$ cat config.mk
export PLATFORM = sky130hd
export DESIGN_NAME = block_interleaver_8bit
export DESIGN_NICKNAME = d
export VERILOG_FILES = /design/src/rtl/block_interleaver_8bit.sv
export SDC_FILE = /design/constraint.sdc
export NUM_CORES = 1
export LEC_CHECK = 0
export ABC_AREA = 1
export CAP_MARGIN = 20
export CORE_MARGIN = 5
export CORE_UTILIZATION = 60
export CTS_BUF_LIST = sky130_fd_sc_hd__clkbuf_8
export CTS_CLUSTER_SIZE = 40
export DETAILED_ROUTE_END_ITERATION = 10
export PLACE_DENSITY_LB_ADDON = 0.1
export SYNTH_ARGS = -nofsm -noshare
export SYNTH_HDL_FRONTEND = slang
export SYNTH_SLANG_ARGS = --single-unit
$ cat constraint.sdc
create_clock -name clk -period 1.7 [get_ports clk]
set_input_delay 0.17 -clock clk [delete_from_list [all_inputs] [get_ports clk]]
set_output_delay 0.17 -clock clk [all_outputs]
set_load 0.05 [all_outputs]
$ cat src/rtl/block_interleaver_8bit.sv
// Row/column block interleaver: buffers ROWS x COLS bytes written row-major, then drains them column-major.
// Optional build macro INTLV_BLKCNT_EN adds an 8-bit wrapping completed-block counter port (blk_count).
module block_interleaver_8bit #(
    parameter int ROWS = 4,
    parameter int COLS = 8,
    parameter int DW   = 8
) (
    input  logic          clk,
    input  logic          reset,
    input  logic          in_valid,
    input  logic [DW-1:0] in_data,
    output logic          in_ready,
    output logic          out_valid,
    output logic [DW-1:0] out_data,
    input  logic          out_ready,
    output logic          block_done
`ifdef INTLV_BLKCNT_EN
    ,
    output logic [7:0]    blk_count
`endif
);

    localparam int DEPTH = ROWS * COLS;
    localparam int AW    = (DEPTH > 1) ? $clog2(DEPTH) : 1;
    localparam int RW    = (ROWS > 1) ? $clog2(ROWS) : 1;
    localparam int CW    = (COLS > 1) ? $clog2(COLS) : 1;

    localparam logic [RW-1:0] ROW_MAX = RW'(ROWS - 1);
    localparam logic [CW-1:0] COL_MAX = CW'(COLS - 1);

    typedef enum logic {FILL, DRAIN} state_t;

    state_t        state;
    logic [RW-1:0] wr_row, rd_row;
    logic [CW-1:0] wr_col, rd_col;
    logic [DW-1:0] mem [DEPTH];
    logic [AW-1:0] wr_addr, rd_addr;
    logic          wr_en, rd_en, wr_last, rd_last;

    assign wr_addr = AW'(wr_row) * AW'(COLS) + AW'(wr_col);
    assign rd_addr = AW'(rd_row) * AW'(COLS) + AW'(rd_col);

    // Reset gates the handshakes directly so a colliding beat is never counted.
    assign in_ready  = (state == FILL) && !reset;
    assign out_valid = (state == DRAIN);
    assign out_data  = mem[rd_addr];

    assign wr_en   = in_valid && in_ready;
    assign rd_en   = out_valid && out_ready && !reset;
    assign wr_last = (wr_row == ROW_MAX) && (wr_col == COL_MAX);
    assign rd_last = (rd_row == ROW_MAX) && (rd_col == COL_MAX);

    // NOTE: storage has no reset; contents are only observable after a full block is written.
    always_ff @(posedge clk) begin
        if (wr_en) begin
            mem[wr_addr] <= in_data;
        end
    end

    // NOTE: all sequential state uses <= so every register samples pre-edge values.
    always_ff @(posedge clk) begin
        if (reset) begin
            state      <= FILL;
            wr_row     <= '0;
            wr_col     <= '0;
            rd_row     <= '0;
            rd_col     <= '0;
            block_done <= 1'b0;
`ifdef INTLV_BLKCNT_EN
            blk_count  <= 8'd0;
`endif
        end else begin
            block_done <= 1'b0;
            case (state)
                FILL: begin
                    if (wr_en) begin
                        if (wr_last) begin
                            wr_row <= '0;
                            wr_col <= '0;
                            state  <= DRAIN;
                        end else if (wr_col == COL_MAX) begin
                            wr_col <= '0;
                            wr_row <= wr_row + 1'b1;
                        end else begin
                            wr_col <= wr_col + 1'b1;
                        end
                    end
                end
                DRAIN: begin
                    // Column-major walk: rows advance fastest.
                    if (rd_en) begin
                        if (rd_last) begin
                            rd_row     <= '0;
                            rd_col     <= '0;
                            block_done <= 1'b1;
`ifdef INTLV_BLKCNT_EN
                            blk_count  <= blk_count + 8'd1;
`endif
                            state      <= FILL;
                        end else if (rd_row == ROW_MAX) begin
                            rd_row <= '0;
                            rd_col <= rd_col + 1'b1;
                        end else begin
                            rd_row <= rd_row + 1'b1;
                        end
                    end
                end
                default: state <= FILL;
            endcase
        end
    end

endmodule

==> metrics.md <==
| Metric | Value |
|---|---|
| VDD IR-drop max | 0.848 mV |
| Worst-Margin Slew | 490 ps |
| Max-Cap Viols | 0 |
| Total CTS buffers | 42 |
| Synth top area cells | edfxtp_1, nand2_1, nand3_1 |
| DPL Wire Length | 16200 um |
| Crit path largest cell delay | 410 ps |
| Post-synth top area share | 69.5% |
| Total gr overflow | 0 |
| Synth Flop Type | edfxtp_1 |
| Critical Path, Cell by Cell | inv_8 -> buf_12 -> nand2_1 -> nand3_1 -> nand3_1 -> nand2_1 -> nand2_1 -> nand2_1 -> nand2_1 -> nand2_2 -> buf_8 |
| Yosys reg bits | 268 |
| Post-Synthesis Net Count | 1003 |
| HP Class | in -> reg |
| Routed Antenna Nets | 0 |
| CTS tree | built |
| Distinct cells, synth | 19 |
| Int Power | 10.1 mW |
| FMAX | 436 MHz |
| DP Cell Count | 1211 |
| Switching Fraction | 21.3% |
| Row cnt | 49 |
| Drt total wl | 27800 um |
| Initial antenna violation count | 0 |
| Placer's final routability congestion estimate | 0.899 |
| Most frequent cell after synthesis | nand2_1 |
| First-pass GRT wire length | 42100 um |
| Residual DRC | 0 |
| Combinational family with the most area after synthesis | simple AND/OR/NAND/NOR gates |
| Clock Sinks | 268 |
| Core area | 0.0180 sq mm |
| Chip Width | 146 um |
| WP data arrival | 2130 ps |
| Clk_lat worst skew | 550 ps |
| Post-layout min period | 2300 ps |
| Vias in the first global route | 7253 |
| Root Driver | clkbuf_8 |
| Syn Area/Cell | 11.3 sq um |
| Synthesized area | 0.0111 sq mm |
| Violated checks | setup timing |
| Synth Area in Adders | 1.47% |
| Reg clk slew, reported paths | 60 ps |
| Fin Setup TNS | -4670 ps |
| Nets@finish | 1059 |
| XOR/XNOR Fraction of Synth Area | 0% |
| Layout cells sized above 1 | 17.6% |
| Sw Pwr | 2.74 mW |
| Max-slew headroom | 67.5% |
| PwrDens | 976 mW/mm^2 |
| Crit share post-route | 135% |
| H-tree levels | 2 |
| Synth area leader | edfxtp_1 |
| Sequential Power Share | 56.6% |
| Max Buffers Root-to-Sink | 3 |
| Final slew viol count | 0 |
| Critical path class | reg -> out |
| Fraction of registers with async set or reset after synthesis | 0% |
| Avg WL per Cell | 21.5 um |
| Antenna cell count | 0 |
| Clock power frac | 40.1% |
| Logic pwr share | 3.3% |
| Multiplexer share of the synthesized area | 0% |
| Number of synthesized flops with an enable pin | 256 |
| Port buffer count | 22 |
| DR iter-0 viols | 815 |
| Critical Path Start Type | flop |
| P&R area growth vs syn | 19.1% |
| Complex-gate fraction of the synthesized area | 0.860% |
| RSZ-0062 raised after global routing | true |
| Die ar. | 0.0212 sq mm |
| Kind of end point of the critical path | output port |
| Router iterations before antenna repair | 5 |
| Final instance area | 0.0132 sq mm |
| Fin. Hold Viols | 0 |
| Final Util | 73.0% |
| Post-Layout Cell Count | 1290 |
| Setup violators final | 8 |
| Via count | 7590 |
| Area after DPL | 0.0120 sq mm |
| Boundary Pins | 23 |
| Simple-Gate Fraction of Synth Area | 23.0% |
| Status | finished, violations left |
| Most used cell, CP | nand2_1 |
| Critical path data required time | 1530 ps |
| Synth Warn # | 0 |
| Final setup margin | -596 ps |
| Post-synthesis instance total | 978 |
| Initial core utilization | 61.3% |
| # fillers | 1240 |
| Top cells by count, synth | nand2_1, edfxtp_1, nand3_1 |
| Die height | 146 um |
| Crit path max-delay cell type | dfxtp_4 |
| Post-route clock skew | 17.7 ps |
| All-layer global routing usage | 25.8% |
| Routed vias/inst | 5.88 |
| Register area share after synthesis | 71.7% |
| Hold WS | 252 ps |
| Largest net degree at the start of global routing | 66 |
| Pleak | 4.84 nW |
| CP Max Fanout | 25 |
-- area by class of cell --
class	count	area (sq um)	share of cell area, %
repair buffers	66	873	6.64
multi-input cells	643	3230	24.5
clock buffers	45	619	4.71
flip-flops and latches	268	7930	60.3
well taps	229	287	2.18
clock inverters	26	161	1.23
inverters	13	58.8	0.447
-- kinds of logic (layout without fill, tap and decap cells) --
group | after synthesis | after routing
buffers and inverters | 67 | 150
DFF | 268 | 268
AOI/OAI and AO/OA | 17 | 17
adders and majority gates | 13 | 13
and+or+nand+nor | 613 | 613
-- sequential cells by signal, indices dropped and copies added, names as in the netlist --
| register | cells |
|---|---|
| block_done | 1 |
| mem | 256 |
| out_valid | 1 |
| rd_col | 3 |
| rd_row | 2 |
| wr_col | 3 |
| wr_row | 2 |
-- layer usage --
metal  GRT usage [%]  share of wire, %
met5               0                 0
met4            9.89               3.0
met3            4.64               7.8
met2            41.0                48
met1            36.0                41
-- placed cells by master (no fill, tap or decap), types with 11 or more instances in the layout --
cell type        Yosys  final
ha_1                13     13
nand2_2              0     18
clkdlybuf4s50_1      0     11
clkbuf_8             0     45
nand3_1            194    174
inv_1               10     19
nand2_1            380    358
buf_12               0     12
nor2_4               0     33
buf_4                5     25
edfxtp_1           256    256
nand3_2              0     20
-- critical path, delay by kind of cell (launching register included) --
kind                   cells  cell delay [ps]
buffers and inverters      3              470
flip-flops                 1              410
AND/OR/NAND/NOR            8              690
-- through the flow --
step	setup WS, ps	total power [mW]
2_1_floorplan	-8.49	7.57
3_3_place_gp	-126	7.81
4_1_cts	-602	12.9
3_5_place_dp	-151	7.81
5_1_grt	-720	13.2
6_report	-596	12.8
-- path summary, 6_finish.rpt --
| check | slack (ps) | from | depth (start not counted) | end |
|---|---|---|---|---|
| worst max-delay path | -600 | rd_col[0] | 11 | out_data[3] |
| worst min-delay path | 250 | in_data[2] | 1 | mem[31][2] |
| worst max register to register | 130 | wr_row[0] | 4 | mem[7][6] |
| worst min register to register | 540 | out_valid | 2 | out_valid |
-- timing repair --
action                                  in CTS  in global routing
cloned                                       4                  2
pin swaps                                    3                  7
buffers inserted                             2                  0
gates resized for setup                     52                 10
hold buffers                                 0                  0
endpoints found under the setup margin       9                  8
-- power by group through the flow --
stage          logic [mW]  registers, mW  clock network [mW]
2_1_floorplan       0.157           7.41                   0
3_3_place_gp        0.400           7.41                   0
3_5_place_dp        0.400           7.41                   0
4_1_cts             0.420           7.27                5.20
5_1_grt             0.444           7.27                5.53
6_report            0.421           7.27                5.15
Note: power is estimated with default switching activity, not from simulation.
